**src/rtl/user_lock_arbiter.sv**
```systemverilog
// user_lock_arbiter: round-robin arbiter guarding one 8-bit owner-locked register.
// Ports: clk, rst_n, req[3:0], gnt[3:0], wr_valid, wr_op[1:0], wr_data[7:0],
//   ack, nack, timeout, data_out[7:0], owner_id[1:0], final_lock, viol_cnt[7:0].
// Optional: define USR_LOCK_AUDIT_EN to build the saturating violation counter.
module user_lock_arbiter #(
    parameter int RESET_OWNER = 2,
    parameter int GNT_TIMEOUT = 16
) (
    input  logic       clk,
    input  logic       rst_n,
    input  logic [3:0] req,
    output logic [3:0] gnt,
    input  logic       wr_valid,
    input  logic [1:0] wr_op,
    input  logic [7:0] wr_data,
    output logic       ack,
    output logic       nack,
    output logic       timeout,
    output logic [7:0] data_out,
    output logic [1:0] owner_id,
    output logic       final_lock,
    output logic [7:0] viol_cnt
);

    localparam logic [1:0] S_IDLE  = 2'd0;
    localparam logic [1:0] S_GRANT = 2'd1;
    localparam logic [1:0] S_RESP  = 2'd2;

    localparam logic [7:0] TMAX    = 8'(GNT_TIMEOUT - 1);
    localparam logic [1:0] RST_OWN = 2'(RESET_OWNER);

    logic [1:0] state;
    logic [1:0] ptr;
    logic [1:0] gidx;
    logic [7:0] timer;
    logic [1:0] sel;
    logic [1:0] idx;
    logic       found;
    logic       own_ok;
    logic       accept;

    // First requester at or after the pointer; scanning downward lets
    // the smallest rotation distance win.
    always_comb begin
        sel   = ptr;
        found = 1'b0;
        idx   = ptr;
        for (int k = 3; k >= 0; k--) begin
            idx = ptr + 2'(k);
            if (req[idx]) begin
                sel   = idx;
                found = 1'b1;
            end
        end
    end

    // Identity is the grant index, never anything the requester supplies.
    always_comb begin
        own_ok = (gidx == owner_id);
        accept = 1'b0;
        case (wr_op)
            2'b00:   accept = own_ok && !final_lock;
            2'b01:   accept = own_ok && !final_lock;
            2'b10:   accept = own_ok;
            default: accept = 1'b0;
        endcase
    end

    always_ff @(posedge clk or negedge rst_n) begin
        if (!rst_n) begin
            state      <= S_IDLE;
            ptr        <= 2'd0;
            gidx       <= 2'd0;
            timer      <= 8'd0;
            gnt        <= 4'd0;
            ack        <= 1'b0;
            nack       <= 1'b0;
            timeout    <= 1'b0;
            data_out   <= 8'd0;
            owner_id   <= RST_OWN;
            final_lock <= 1'b0;
        end else begin
            ack     <= 1'b0;
            nack    <= 1'b0;
            timeout <= 1'b0;
            case (state)
                S_IDLE: begin
                    if (found) begin
                        gnt   <= 4'b0001 << sel;
                        gidx  <= sel;
                        ptr   <= sel + 2'd1;
                        timer <= 8'd0;
                        state <= S_GRANT;
                    end
                end
                S_GRANT: begin
                    if (wr_valid) begin
                        gnt   <= 4'd0;
                        state <= S_RESP;
                        ack   <= accept;
                        nack  <= !accept;
                        if (accept) begin
                            case (wr_op)
                                2'b00:   data_out   <= wr_data;
                                2'b01:   owner_id   <= wr_data[1:0];
                                2'b10:   final_lock <= 1'b1;
                                default: ;
                            endcase
                        end
                    end else if (!req[gidx]) begin
                        gnt   <= 4'd0;
                        state <= S_IDLE;
                    end else if (timer == TMAX) begin
                        gnt     <= 4'd0;
                        timeout <= 1'b1;
                        state   <= S_IDLE;
                    end else begin
                        timer <= timer + 8'd1;
                    end
                end
                default: begin
                    state <= S_IDLE;
                end
            endcase
        end
    end

`ifdef USR_LOCK_AUDIT_EN
    logic viol_evt;
    logic [7:0] viol_q;

    // Counts the same events that raise nack or timeout on the next edge.
    always_comb begin
        viol_evt = 1'b0;
        if (state == S_GRANT) begin
            if (wr_valid)
                viol_evt = !accept;
            else if (req[gidx] && timer == TMAX)
                viol_evt = 1'b1;
        end
    end

    always_ff @(posedge clk or negedge rst_n) begin
        if (!rst_n)
            viol_q <= 8'd0;
        else if (viol_evt && viol_q != 8'hFF)
            viol_q <= viol_q + 8'd1;
    end

    assign viol_cnt = viol_q;
`else
    assign viol_cnt = 8'd0;
`endif

endmodule

```
**config.mk**
```make
export PLATFORM = sky130hd
export DESIGN_NAME = user_lock_arbiter
export DESIGN_NICKNAME = d
export VERILOG_FILES = /design/src/rtl/user_lock_arbiter.sv
export SDC_FILE = /design/constraint.sdc
export NUM_CORES = 1
export LEC_CHECK = 0
export BUFFER_PORTS_ARGS = -buffer_cell sky130_fd_sc_hd__buf_2
export CAP_MARGIN = 20
export CORE_UTILIZATION = 48
export CTS_BUF_LIST = sky130_fd_sc_hd__clkbuf_2 sky130_fd_sc_hd__clkbuf_4 sky130_fd_sc_hd__clkbuf_8
export CTS_CLUSTER_SIZE = 28
export DETAILED_ROUTE_END_ITERATION = 10
export PLACE_DENSITY_LB_ADDON = 0.05
export SLEW_MARGIN = 20
export SYNTH_ARGS = -nofsm -noshare
export SYNTH_HDL_FRONTEND = slang
export SYNTH_SLANG_ARGS = --single-unit
```
**constraint.sdc**
```tcl
create_clock -name clk -period 1.7 [get_ports clk]
set_input_delay 0.085 -clock clk [delete_from_list [all_inputs] [get_ports clk]]
set_output_delay 0.085 -clock clk [all_outputs]
set_load 0.01 [all_outputs]
```
==> flow_metrics.py <==
metrics = {
    "place": {
        "dpl_cell_area_mm2": 0.00191,
        "gp_congestion": 0.771,
        "portBuffers": 34,
        "dp.cells": 242,
        "hpwlAfterDp_um": 2440,
    },
    "drt": {
        "wl_um": 3610,
        "vias_per_cell": 5.21,
        "post-route-drc-count": 0,
        "dr.pass1.iters": 4,
        "routedWlPerCell_um": 13.6,
        "vias": 1385,
        "drtIter0Drc": 67,
        "ant_nets": 0,
    },
    "setup_path": {
        "worstPathMaxFanout": 8,
        "worstPathArrival_ns": 2.02,
        "end_kind": "register",
        "crit_path_cell_trace": "ha_2, and3_4, a21oi_4, o2bb2ai_4, or4_4, a21oi_2",
        "cpPeakStageDelay_ns": 0.50,
        "crit_type": "register to register",
        "worstPathRequired_ns": 1.98,
        "critPathLaunchType": "register",
        "cp_slowest_cell": "or4_4",
    },
    "hold_path": {
        "hold_class": "primary input to register",
    },
    "clocking": {
        "cts_tree": "built",
        "clkSlewWorstSetupHoldPaths_ns": 0.10,
        "cts.sinks": 32,
        "cts-buffers-inserted": 5,
        "clk_latency_ns": 0.34,
        "htree_levels": 2,
        "clk_path_buf_depth": 2,
        "cts_root_buf": "clkbuf_4",
    },
    "timing": {
        "setup_viol_count_final": 3,
        "rsz0062_at_grt": "yes",
        "tightest_slew_ns": 0.688,
        "setup_ws_ns": -0.0336,
        "finalCriticalPeriod_ns": 1.73,
        "hold_violations": 0,
        "holdWs_ns": 0.0602,
        "max_slew_margin": 0.541,
        "period_share": 1.02,
        "maxSlewViolCount": 0,
        "clock.fmax_ghz": 0.577,
        "fin_skew_ns": 0.00638,
    },
    "synthesis": {
        "ys_seq_elements": 32,
        "syn_inst": 148,
        "ys_warn_count": 0,
        "synth_top_family_by_area": "compound AO/OA/AOI/OAI gates",
        "synth_edf_count": 0,
        "netlist_area_mm2": 0.00157,
        "synth_compound_area_frac": 0.170,
        "synthArstFlopShare": 1.00,
        "synthMuxAreaShare": 0.0859,
        "syn_area_per_cell_um2": 10.6,
        "synthSimpleGateAreaFrac": 0.149,
        "synth_top_flop_cell": "dfrtp_1",
        "ys_types": 40,
        "synth_seq_area_share": 0.510,
        "synthXorXnorAreaFrac": 0.0167,
        "yosys.area_share.adder": 0.00796,
    },
    "power": {
        "vdd.ir_drop.worst_v": 0.000925,
        "powerDensity_mw_per_mm2": 1550,
        "p_leak_uw": 0.00109,
    },
    "job": {
        "maxCapViolCount": 0,
    },
    "layout": {
        "fin_cells": 266,
        "antenna_cells": 0,
        "post-route-cell-area_mm2": 0.00222,
        "area_growth_pct": 41.1,
        "final_layout_size_suffix_gt1_frac": 0.455,
        "nets": 239,
    },
    "global_route": {
        "grt_overflow": 0,
        "antenna_found_initial": 0,
        "grt_max_degree": 33,
        "first_global_vias": 1374,
        "grt_pass1_wl_um": 5710,
        "grt_use_total": 0.224,
    },
    "floorplanning": {
        "core_area_mm2": 0.00308,
        "initial_utilization": 0.511,
        "rows": 20,
        "dieHeight_um": 59.2,
        "die_x_um": 59.2,
        "io_pins": 43,
        "dieArea_mm2": 0.00351,
    },
    "run_status": {
        "outcome": "finished with violations",
        "violations": "setup timing",
    },
}
## registers in the layout, summed over array words and instances (netlist names)
register,count
nack,1
timer,8
state,2
gnt,4
data_out,8
ptr,2
final_lock,1
gidx,2
timeout,1
ack,1
owner_id,2
## critical path: cells and delay by family, from the launching register on
family	cells	cell delay [ns]
DFF	1	0.40
AOI/OAI and AO/OA	3	0.42
adders and majority gates	1	0.19
and+or+nand+nor	2	0.66
## logic make-up after synthesis
family,after synthesis
buffers and inverters,16
flip-flops,32
AO/OA/AOI/OAI,39
AND/OR/NAND/NOR,44
XOR/XNOR,3
adder cells (fa/ha/maj),1
other,1
multiplexers,12
## cell usage after synthesis (2+ instances only)
cell type,number,share of area
nand2_1,10,0.024
inv_1,7,0.017
a21oi_1,10,0.032
o31ai_1,2,0.0095
nand4_1,2,0.0080
nand2b_1,2,0.0080
dfrtp_1,31,0.49
a21o_1,3,0.014
nor2b_1,4,0.016
or3_1,5,0.020
nor2_2,2,0.0080
o21ai_0,12,0.038
nor2_1,7,0.017
buf_4,8,0.038
o2bb2ai_1,2,0.011
nand3_1,3,0.0095
xor2_1,2,0.011
a22o_1,2,0.011
mux2_2,12,0.086
nor3_1,2,0.0064
## layout make-up
type	instances	area, µm²
Timing Repair Buffer	68	448
Multi-Input combinational cell	107	806
Tap cell	44	55.1
Inverter	7	26.3
Clock inverter	3	42.5
Fill cell	230	858
Sequential cell	32	805
Clock buffer	5	37.5
## metal layers
layer,wire (µm),global-route usage,vias up
met1,1450,0.262,664
met2,1870,0.377,48
met5,0,0,-
met3,192,0.0699,13
li1,-,-,660
met4,95,0.0986,0
## path summary, 6_finish.rpt
| check | cells after the start | to | startpoint | slack, ns |
|---|---|---|---|---|
| min in group asynchronous | 2 | timer[2]$_DFFE_PN0P_ | rst_n | 0.32 |
| max | 6 | timer[5]$_DFFE_PN0P_ | timer[1]$_DFFE_PN0P_ | -0.03 |
| min reg2reg | 1 | final_lock$_DFFE_PN0P_ | final_lock$_DFFE_PN0P_ | 0.49 |
| max reg2reg | 6 | timer[5]$_DFFE_PN0P_ | timer[1]$_DFFE_PN0P_ | -0.03 |
| min | 3 | ack$_DFF_PN0_ | wr_valid | 0.06 |
| max in group asynchronous | 2 | state[0]$_DFFE_PN0P_ | rst_n | 0.91 |
## through the flow
step / setup slack (ns) / util / total power, µW / TNS (ns)
after CTS: -0.0674 / 0.699 / 3330 / -0.214
after detailed placement: -0.119 / 0.620 / 2560 / -0.709
final: -0.0336 / 0.721 / 3450 / -0.0478
after global routing: -0.0857 / 0.721 / 3660 / -0.463
after floorplan: 0.00375 / - / 1990 / 0
after global placement: -0.0243 / 0.620 / 2500 / -0.0365
## layout by cell type, fill, tap and decap left out, types with 3 or more instances in the layout
cell           netlist  routed
conb_1               1       8
dfrtp_1             31      29
nor2_2               2       3
buf_2                1      34
nand3_1              3       3
clkbuf_4             0       5
nand2_1             10       9
nor2b_1              4       4
a21oi_1             10       6
inv_1                7       7
or3_1                5       4
mux2_2              12      11
nor2_1               7       6
a21o_1               3       3
dlygate4sd3_1        0       9
buf_4                8      25
o21ai_0             12      11
## report_power, final
group          internal [µW]  switching (µW)
Sequential              1020             180
Combinational            846             818
Clock                    306             276
Total                   2170            1270
## timing repair
item,4_1_cts,5_1_grt
hold buffers,9,0
buffers inserted,6,1
hold endpoints to repair,41,0
pin swaps,9,9
resized for setup,5,15
setup endpoints to repair,14,21
Note: power is estimated with default switching activity, not from simulation.
